File: src/rtl/circuit_pkg.sv
// ----------------------------------------------------------------------------
// circuit_pkg
// Shared definitions for the exhaustive-sweep controller: default vector and
// signature widths, MISR polynomial and seed, and the controller state enum.
// ----------------------------------------------------------------------------
package circuit_pkg;

  localparam int unsigned W     = 5;   // circuit input/output vector width
  localparam int unsigned SIG_W = 16;  // signature register width

  localparam logic [15:0] MISR_POLY = 16'h1021;
  localparam logic [15:0] SIG_SEED  = 16'hFFFF;

  typedef enum logic [1:0] {
    IDLE   = 2'd0,
    DRIVE  = 2'd1,
    SAMPLE = 2'd2,
    DONE   = 2'd3
  } state_t;

endpackage

File: src/rtl/sweep_misr.sv
// ----------------------------------------------------------------------------
// sweep_misr
// Multiple-input signature register. Each enabled cycle shifts the signature
// left, folds in POLY when the outgoing MSB was set, and XORs in the
// zero-extended data word.
//
// Ports
//   clk    in   clock, rising edge
//   rst_n  in   asynchronous active-low reset, loads RST_VAL
//   seed   in   SIG_W value loaded when load=1
//   load   in   reload signature from seed (priority over en)
//   en     in   absorb data this cycle
//   data   in   DATA_W word to compress
//   sig    out  SIG_W current signature
// ----------------------------------------------------------------------------
module sweep_misr #(
  parameter int unsigned       SIG_W   = circuit_pkg::SIG_W,
  parameter int unsigned       DATA_W  = circuit_pkg::W,
  parameter logic [SIG_W-1:0]  POLY    = SIG_W'(circuit_pkg::MISR_POLY),
  parameter logic [SIG_W-1:0]  RST_VAL = SIG_W'(circuit_pkg::SIG_SEED)
) (
  input  logic              clk,
  input  logic              rst_n,
  input  logic [SIG_W-1:0]  seed,
  input  logic              load,
  input  logic              en,
  input  logic [DATA_W-1:0] data,
  output logic [SIG_W-1:0]  sig
);

  logic [SIG_W-1:0] r_sig;
  logic [SIG_W-1:0] w_next;

  always_comb begin
    w_next = {r_sig[SIG_W-2:0], 1'b0};
    if (r_sig[SIG_W-1]) begin
      w_next = w_next ^ POLY;
    end
    w_next = w_next ^ SIG_W'(data);
  end

  always_ff @(posedge clk or negedge rst_n) begin
    if (!rst_n) begin
      r_sig <= RST_VAL;
    end else if (load) begin
      r_sig <= seed;
    end else if (en) begin
      r_sig <= w_next;
    end
  end

  assign sig = r_sig;

endmodule

File: src/rtl/circuit_sweep_ctrl.sv
// ----------------------------------------------------------------------------
// circuit_sweep_ctrl
// Drives every vector from lo to hi (wrapping modulo 2^W) into a
// combinational circuit, gives the circuit one full cycle to settle, then
// samples its response into a MISR signature plus vector/hit counters.
//
// Ports
//   clk        in   clock, rising edge
//   rst_n      in   asynchronous active-low reset
//   start      in   sweep request, honoured only in IDLE
//   abort      in   stop a sweep in progress (DRIVE/SAMPLE)
//   lo, hi     in   W  first/last vector, sampled at start acceptance
//   dut_in     out  W  registered vector to the circuit
//   dut_out    in   W  circuit response to dut_in
//   busy       out  high in DRIVE and SAMPLE
//   done       out  one-cycle completion pulse (DONE state)
//   signature  out  SIG_W MISR over sampled responses
//   vec_cnt    out  W+1 vectors sampled
//   hit_cnt    out  W+1 sampled responses that were non-zero
// ----------------------------------------------------------------------------
module circuit_sweep_ctrl #(
  parameter int unsigned W     = circuit_pkg::W,
  parameter int unsigned SIG_W = circuit_pkg::SIG_W
) (
  input  logic             clk,
  input  logic             rst_n,
  input  logic             start,
  input  logic             abort,
  input  logic [W-1:0]     lo,
  input  logic [W-1:0]     hi,
  output logic [W-1:0]     dut_in,
  input  logic [W-1:0]     dut_out,
  output logic             busy,
  output logic             done,
  output logic [SIG_W-1:0] signature,
  output logic [W:0]       vec_cnt,
  output logic [W:0]       hit_cnt
);

  import circuit_pkg::*;

  localparam logic [W:0]   CNT_ONE = (W+1)'(1);
  localparam logic [W-1:0] VEC_ONE = W'(1);

  state_t       r_state;
  logic [W-1:0] r_hi;
  logic [W-1:0] r_dut_in;
  logic         r_busy;
  logic         r_done;
  logic [W:0]   r_vec_cnt;
  logic [W:0]   r_hit_cnt;

  logic         w_start_acc;
  logic         w_sample;
  logic         w_last;
  logic [SIG_W-1:0] w_sig;

  assign w_start_acc = (r_state == IDLE) && start;
  assign w_sample    = (r_state == SAMPLE);
  assign w_last      = (r_dut_in == r_hi);

  // The in-flight sample still completes when abort arrives in SAMPLE;
  // abort only suppresses the advance to the next vector and the done pulse.
  always_ff @(posedge clk or negedge rst_n) begin
    if (!rst_n) begin
      r_state   <= IDLE;
      r_hi      <= '0;
      r_dut_in  <= '0;
      r_busy    <= 1'b0;
      r_done    <= 1'b0;
      r_vec_cnt <= '0;
      r_hit_cnt <= '0;
    end else begin
      r_done <= 1'b0;
      case (r_state)
        IDLE: begin
          if (start) begin
            r_hi      <= hi;
            r_dut_in  <= lo;
            r_vec_cnt <= '0;
            r_hit_cnt <= '0;
            r_busy    <= 1'b1;
            r_state   <= DRIVE;
          end
        end
        DRIVE: begin
          if (abort) begin
            r_busy  <= 1'b0;
            r_state <= IDLE;
          end else begin
            r_state <= SAMPLE;
          end
        end
        SAMPLE: begin
          r_vec_cnt <= r_vec_cnt + CNT_ONE;
          if (dut_out != '0) begin
            r_hit_cnt <= r_hit_cnt + CNT_ONE;
          end
          if (abort) begin
            r_busy  <= 1'b0;
            r_state <= IDLE;
          end else if (w_last) begin
            r_busy  <= 1'b0;
            r_done  <= 1'b1;
            r_state <= DONE;
          end else begin
            r_dut_in <= r_dut_in + VEC_ONE;
            r_state  <= DRIVE;
          end
        end
        DONE: begin
          r_state <= IDLE;
        end
        default: begin
          r_busy  <= 1'b0;
          r_state <= IDLE;
        end
      endcase
    end
  end

  sweep_misr #(
    .SIG_W   (SIG_W),
    .DATA_W  (W),
    .POLY    (SIG_W'(MISR_POLY)),
    .RST_VAL (SIG_W'(SIG_SEED))
  ) u_misr (
    .clk   (clk),
    .rst_n (rst_n),
    .seed  (SIG_W'(SIG_SEED)),
    .load  (w_start_acc),
    .en    (w_sample),
    .data  (dut_out),
    .sig   (w_sig)
  );

  assign dut_in    = r_dut_in;
  assign busy      = r_busy;
  assign done      = r_done;
  assign signature = w_sig;
  assign vec_cnt   = r_vec_cnt;
  assign hit_cnt   = r_hit_cnt;

endmodule

File: config.mk
export PLATFORM = sky130hd
export DESIGN_NAME = circuit_sweep_ctrl
export DESIGN_NICKNAME = d
export VERILOG_FILES = /design/src/rtl/circuit_pkg.sv /design/src/rtl/sweep_misr.sv /design/src/rtl/circuit_sweep_ctrl.sv
export SDC_FILE = /design/constraint.sdc
export NUM_CORES = 1
export LEC_CHECK = 0
export ABC_AREA = 0
export CAP_MARGIN = 10
export CORE_MARGIN = 2
export CORE_UTILIZATION = 49
export DETAILED_ROUTE_END_ITERATION = 12
export PLACE_DENSITY = 0.88
export SLEW_MARGIN = 5
export SYNTH_ARGS = -nofsm -noshare
export SYNTH_HDL_FRONTEND = slang
export SYNTH_SLANG_ARGS = --single-unit
File: constraint.sdc
create_clock -name clk -period 2.6 [get_ports clk]
set_clock_uncertainty 0.05 [all_clocks]
set_input_delay 0.52 -clock clk [delete_from_list [all_inputs] [get_ports clk]]
set_output_delay 0.52 -clock clk [all_outputs]
set_load 0.005 [all_outputs]
==> flow_metrics.py, run 1 <==
metrics = {
    "outcome": {
        "status": "completed",
    },
    "layout": {
        "area_delta_synth_final_pct": 33.9,
        "final_nets": 288,
        "final_layout_size_suffix_gt1_frac": 0.176,
        "layoutNonFillerInstCount": 314,
        "insertedDiodeCount": 0,
    },
    "synth": {
        "synth_async_sr_flop_share": 1.00,
        "synth_top_flop_cell": "sky130_fd_sc_hd__dfrtp_1",
        "synth_cells": 202,
        "netlist-cell-type-count": 42,
        "synth_area_leaders": "sky130_fd_sc_hd__dfrtp_1 30%, sky130_fd_sc_hd__dfstp_2 20%, sky130_fd_sc_hd__mux2i_1 6.1%",
        "synth_edf_count": 0,
        "synth_seq_area_share": 0.500,
        "netlist.area_leader.share": 0.304,
        "flip_flop_and_latch_count_after_synthesis": 42,
        "yosys.area.top_type": "sky130_fd_sc_hd__dfrtp_1",
        "synth.net_count": 229,
        "syn-mean-instance-area_sq_um": 10.6,
        "ys_warn_count": 0,
        "synth.cell_area_sq_mm": 0.00214,
    },
    "route": {
        "drt-wirelength-per-cell_um": 13.8,
        "drt.antenna.violating_nets": 0,
        "drt_pre_antenna_iters": 4,
        "via_count": 1668,
        "drt_drc_violations_left": 0,
        "initialDrtViolationCount": 49,
        "wirelength_routed_um": 4340,
        "vias_per_cell": 5.31,
    },
    "cts": {
        "post-cts-setup-buffer-count": 0,
        "cts-resized-gates": 0,
        "cts_hold_buf": 0,
        "clockRootBuffer": "sky130_fd_sc_hd__clkbuf_8",
        "tritoncts_num_sinks": 42,
        "max-clock-path-buffers": 2,
        "cts_tree": "built",
        "cts.clk_slew.worst_paths_ns": 0.08,
        "htreeDepth": 2,
        "worstSkewPairLatency_ns": 0.29,
        "cts_inserted_buffers": 5,
    },
    "sta": {
        "final_period_minus_worst_setup_slack_ns": 2.21,
        "timing.final.hold_violations": 0,
        "unrepaired_setup_endpoints_after_global_routing": "false",
        "final_min_period_over_clock_period": 0.851,
        "max_transition_margin": 0.475,
        "worst_hold_slack_ns": 0.260,
        "timing.setup.tns_ns": 0,
        "maxClockFrequency_ghz": 0.452,
        "worst_slack_setup_final_ns": 0.387,
        "setup_viol": 0,
        "tightest_slew_ns": 0.788,
        "final_max_slew_viols": 0,
    },
    "floorplan": {
        "die_h_um": 70.1,
        "chipWidth_um": 70.1,
        "placeableCoreArea_sq_mm": 0.00429,
        "die_area_sq_mm": 0.00492,
        "floorplan.io_pins": 54,
        "floorplan.rows": 24,
        "initial_core_util": 0.499,
    },
    "placement": {
        "detailed_place_hpwl_um": 3160,
        "placement.io_buffers": 53,
        "numPlacedInstances": 306,
        "rd_place_congestion": 0.884,
        "preCtsSetupSlack_ns": 0.414,
    },
    "worst_setup_path": {
        "crit-reg2reg-capture": "hit_cnt[5]",
        "worst-path-buf-inv": 2,
        "rr_startpoint": "r_state[0]",
        "crit_fanout": 13,
        "endpoint_kind": "register",
        "cp_data_required_time_ns": 2.74,
        "worstPathArrival_ns": 2.35,
        "max_stage_delay_ns": 0.43,
        "crit_type": "reg2reg",
        "standard_cell_with_the_maximum_stage_delay_on_the_critical_path": "sky130_fd_sc_hd__dfrtp_1",
        "r2r_slack_ns": 0.39,
        "cp_cell_sequence": "inv_1 -> ha_1 -> mux2i_1 -> buf_4 -> a21oi_1 -> nand4_1 -> xor2_1 -> nor2_1",
        "setup.worst_path.start_class": "register",
        "critical_path_s_top_delay_family": "flip-flops",
        "timing.reg2reg.worst_path_depth": 8,
    },
    "global_route": {
        "grt_pass1_vias": 1657,
        "wire_length_of_the_first_global_routing_pass_um": 7220,
        "globalRoute.totalOverflow": 0,
        "grt_util_all_layers": 0.181,
        "grt_start_max_net_pins": 37,
        "grt_antenna_before_repair": 0,
    },
    "job": {
        "drv_cap": 0,
    },
    "pwr": {
        "peakVddDrop_mv": 0.506,
        "pwr_density_cell_mw_per_mm2": 991,
        "p_leak_nw": 1.20,
    },
    "worst_hold_path": {
        "hold_class": "in2async",
    },
}
sequential cells by signal (all words and copies together) (netlist names):
register,cells
busy,1
done,1
dut_in,5
hit_cnt,6
r_hi,5
r_state,2
u_misr.sig,16
vec_cnt,6
per-layer routing:
metal,global-route usage,up-vias,wire length [um]
met3,0.0433,4,208
met4,0.0620,0,55
met5,0,-,0
met1,0.225,808,1900
li1,-,813,-
met2,0.309,43,2180
Yosys cell counts, types with 2 or more instances:
library cell	instances
sky130_fd_sc_hd__a21oi_1	3
sky130_fd_sc_hd__a31oi_1	2
sky130_fd_sc_hd__buf_2	2
sky130_fd_sc_hd__clkbuf_1	6
sky130_fd_sc_hd__dfrtp_1	26
sky130_fd_sc_hd__dfstp_2	16
sky130_fd_sc_hd__ha_1	8
sky130_fd_sc_hd__inv_1	10
sky130_fd_sc_hd__mux2_2	6
sky130_fd_sc_hd__mux2i_1	13
sky130_fd_sc_hd__nand2_1	34
sky130_fd_sc_hd__nand3_1	5
sky130_fd_sc_hd__nand4_1	3
sky130_fd_sc_hd__nor2_1	12
sky130_fd_sc_hd__nor4_1	3
sky130_fd_sc_hd__o21ai_0	10
sky130_fd_sc_hd__o22ai_1	2
sky130_fd_sc_hd__xnor2_1	9
sky130_fd_sc_hd__xor2_1	9
worst reg2reg max path, stage by stage, from the launching register on:
cell                      delay (ns)
sky130_fd_sc_hd__dfrtp_1        0.43
sky130_fd_sc_hd__inv_1          0.13
sky130_fd_sc_hd__ha_1           0.43
sky130_fd_sc_hd__mux2i_1        0.18
sky130_fd_sc_hd__buf_4          0.18
sky130_fd_sc_hd__a21oi_1        0.33
sky130_fd_sc_hd__nand4_1        0.17
sky130_fd_sc_hd__xor2_1         0.17
sky130_fd_sc_hd__nor2_1         0.05
per-stage QoR:
step / instance area [sq um] / power (W) / util
4_1_cts: 2870 / 0.00287 / 0.668
3_5_place_dp: 2760 / 0.00237 / 0.642
5_1_grt: 2870 / 0.00303 / 0.668
6_report: 2870 / 0.00284 / 0.668
3_3_place_gp: 2760 / 0.00233 / 0.642
2_1_floorplan: 2140 / 0.00183 / -
layout by cell type (no fill, tap or decap), types with 2 or more instances in the layout:
cell type,synthesis,routed
sky130_fd_sc_hd__clkdlybuf4s50_1,0,52
sky130_fd_sc_hd__nand2_1,34,34
sky130_fd_sc_hd__dfrtp_1,26,26
sky130_fd_sc_hd__dfstp_2,16,16
sky130_fd_sc_hd__mux2i_1,13,13
sky130_fd_sc_hd__nor2_1,12,12
sky130_fd_sc_hd__inv_1,10,10
sky130_fd_sc_hd__o21ai_0,10,10
sky130_fd_sc_hd__xnor2_1,9,9
sky130_fd_sc_hd__xor2_1,9,9
sky130_fd_sc_hd__ha_1,8,8
sky130_fd_sc_hd__buf_4,0,8
sky130_fd_sc_hd__mux2_2,6,6
sky130_fd_sc_hd__clkbuf_8,0,6
sky130_fd_sc_hd__nand3_1,5,5
sky130_fd_sc_hd__nor4_1,3,3
sky130_fd_sc_hd__a21oi_1,3,3
sky130_fd_sc_hd__nand4_1,3,3
sky130_fd_sc_hd__o22ai_1,2,2
sky130_fd_sc_hd__a31oi_1,2,2
area by class of cell:
| type | instances | area, sq um |
|---|---|---|
| sequential | 42 | 1070 |
| fill | 364 | 1430 |
| inverter | 10 | 37.5 |
| multi-input combinational | 141 | 998 |
| tap | 52 | 65.1 |
| timing repair buffer | 61 | 586 |
| clock buffer | 8 | 111 |
how the worst max path moves through the flow:
stage                     from    endpoint  slack [ns]  cells past startpoint
floorplan           r_state[0]   dut_in[1]        0.65                      7
global placement    dut_out[4]  hit_cnt[5]        0.42                      6
detailed placement  dut_out[4]  hit_cnt[5]        0.41                      6
CTS                 r_state[0]  hit_cnt[5]        0.41                      8
global route        r_state[0]  hit_cnt[4]        0.19                      8
finish              r_state[0]  hit_cnt[5]        0.39                      8
cells by family (layout without fill, tap and decap cells):
family                     count (synthesis)  after routing  share of synthesized area
buffers and inverters                     19             79                     0.0344
AOI/OAI and AO/OA                         31             31                      0.107
adders and majority gates                  8              8                     0.0467
DFF                                       42             42                      0.500
and+or+nand+nor                           64             64                      0.140
xor gates and xnor gates                  18             18                     0.0736
muxes                                     20             20                     0.0992
power breakdown:
| part | internal [W] | leakage [nW] | total (W) | switching [W] |
|---|---|---|---|---|
| clock | 0.000275 | 0.0566 | 0.000494 | 0.000219 |
| sequential | 0.000907 | 0.502 | 0.00112 | 0.000211 |
| combinational | 0.000685 | 0.643 | 0.00123 | 0.000546 |
| total | 0.00187 | 1.20 | 0.00284 | 0.000977 |
Note: power is estimated with default switching activity, not from simulation.
==> inputs of run 2 (changes only) <==
- PLACE_DENSITY: 0.88 -> 0.8
==> flow_metrics.py, run 2 (synthesis gave the netlist of run 1 again) <==
metrics = {
    "placement": {
        "detailed_place_hpwl_um": 3090,
        "preCtsSetupSlack_ns": 0.427,
        "rd_place_congestion": 0.905,
        "placement.io_buffers": 53,
        "numPlacedInstances": 304,
    },
    "route": {
        "via_count": 1602,
        "wirelength_routed_um": 4240,
        "drt_pre_antenna_iters": 4,
        "drt.antenna.violating_nets": 0,
        "initialDrtViolationCount": 86,
        "drt_drc_violations_left": 0,
        "drt-wirelength-per-cell_um": 13.6,
        "vias_per_cell": 5.13,
    },
    "worst_setup_path": {
        "timing.reg2reg.worst_path_depth": 8,
        "endpoint_kind": "register",
        "crit-reg2reg-capture": "hit_cnt[4]",
        "r2r_slack_ns": 0.60,
        "setup.worst_path.start_class": "register",
        "cp_data_required_time_ns": 2.77,
        "rr_startpoint": "r_state[0]",
        "crit_type": "reg2reg",
        "worstPathArrival_ns": 2.16,
        "crit_fanout": 17,
    },
    "floorplan": {
        "die_h_um": 70.1,
        "chipWidth_um": 70.1,
        "initial_core_util": 0.499,
        "placeableCoreArea_sq_mm": 0.00429,
        "die_area_sq_mm": 0.00492,
        "floorplan.io_pins": 54,
        "floorplan.rows": 24,
    },
    "cts": {
        "cts_inserted_buffers": 5,
        "tritoncts_num_sinks": 42,
        "worstSkewPairLatency_ns": 0.28,
        "max-clock-path-buffers": 2,
        "clockRootBuffer": "sky130_fd_sc_hd__clkbuf_8",
        "cts_tree": "built",
        "cts.clk_slew.worst_paths_ns": 0.08,
        "cts-resized-gates": 0,
        "htreeDepth": 2,
        "cts_hold_buf": 0,
        "post-cts-setup-buffer-count": 0,
    },
    "layout": {
        "final_layout_size_suffix_gt1_frac": 0.165,
        "final_nets": 286,
        "area_delta_synth_final_pct": 32.9,
        "layoutNonFillerInstCount": 312,
        "mostFrequentLayoutCell": "sky130_fd_sc_hd__clkdlybuf4s50_1",
        "max_ffs_per_register": 16,
        "fill_cells": 364,
        "most_frequent_cells_in_the_layout": "52 x sky130_fd_sc_hd__clkdlybuf4s50_1, 34 x sky130_fd_sc_hd__nand2_1, 26 x sky130_fd_sc_hd__dfrtp_1",
        "insertedDiodeCount": 0,
    },
    "sta": {
        "worst_slack_setup_final_ns": 0.604,
        "maxClockFrequency_ghz": 0.501,
        "unrepaired_setup_endpoints_after_global_routing": "false",
        "timing.final.hold_violations": 0,
        "setup_viol": 0,
        "worst_hold_slack_ns": 0.306,
        "final_period_minus_worst_setup_slack_ns": 2.00,
        "final_max_slew_viols": 0,
        "timing.setup.tns_ns": 0,
        "tightest_slew_ns": 0.893,
        "max_transition_margin": 0.404,
        "final_min_period_over_clock_period": 0.768,
    },
    "global_route": {
        "grt_start_max_net_pins": 43,
        "wire_length_of_the_first_global_routing_pass_um": 7490,
        "globalRoute.totalOverflow": 0,
        "grt_pass1_vias": 1577,
        "grt_util_all_layers": 0.191,
        "grt_antenna_before_repair": 0,
    },
    "pwr": {
        "power_w": 0.00282,
        "p_leak_nw": 1.19,
        "pwr_density_cell_mw_per_mm2": 991,
        "peakVddDrop_mv": 0.543,
    },
    "outcome": {
        "status": "completed",
    },
    "job": {
        "drv_cap": 0,
    },
    "worst_hold_path": {
        "hold_class": "in2async",
    },
}
run 2: cell count changes in the layout (fill, tap and decap cells not counted):
cell                        delta
sky130_fd_sc_hd__clkbuf_8      -1
sky130_fd_sc_hd__clkbuf_16     -1
sky130_fd_sc_hd__clkbuf_1      +1
sky130_fd_sc_hd__bufinv_16     +1
sky130_fd_sc_hd__buf_4         -2
run 2: layer usage:
layer  GRT usage  routed length, um  up-vias
li1            -                  -      809
met1       0.264               2080      758
met2       0.308               2000       33
met3      0.0462                146        2
met4      0.0385                 17        0
met5           0                  0        -
run 2: layout make-up:
type | instances | area [sq um] | area share
flip-flops and latches | 42 | 1070 | 0.376
multi-input cells | 141 | 998 | 0.350
repair buffers | 59 | 571 | 0.200
clock buffers | 7 | 76.3 | 0.0268
well taps | 52 | 65.1 | 0.0228
inverters | 10 | 37.5 | 0.0132
clock inverters | 1 | 30.0 | 0.0105
run 2: worst max path at each step:
| stage | startpoint | cells past startpoint | end |
|---|---|---|---|
| finish | r_state[0] | 8 | hit_cnt[4] |
| global route | r_state[0] | 8 | hit_cnt[4] |
| CTS | dut_in[2] | 5 | dut_in[1] |
| detailed placement | start | 7 | hit_cnt[4] |
| global placement | start | 7 | hit_cnt[5] |
| floorplan | r_state[0] | 7 | dut_in[1] |
run 2: worst max-delay path, stage by stage, from the launching register on:
cell and delay [ns]:
sky130_fd_sc_hd__dfrtp_1 0.41, sky130_fd_sc_hd__inv_1 0.09, sky130_fd_sc_hd__ha_1 0.25, sky130_fd_sc_hd__buf_4 0.20, sky130_fd_sc_hd__nor2b_1 0.16, sky130_fd_sc_hd__a21oi_1 0.35, sky130_fd_sc_hd__nand4_1 0.16, sky130_fd_sc_hd__xor2_1 0.16
sky130_fd_sc_hd__nor2_1 0.10
run 2: through the flow:
step,utilization,instance area (sq um)
global route,0.663,2850
floorplan,-,2140
CTS,0.663,2850
detailed placement,0.639,2740
finish,0.663,2850
global placement,0.639,2740
run 2: report_power, final:
group | internal, W | total [W] | switching [W] | leakage, nW
logic | 0.000677 | 0.00121 | 0.000537 | 0.633
registers | 0.000907 | 0.00111 | 0.000203 | 0.502
clock network | 0.000287 | 0.000499 | 0.000211 | 0.0524
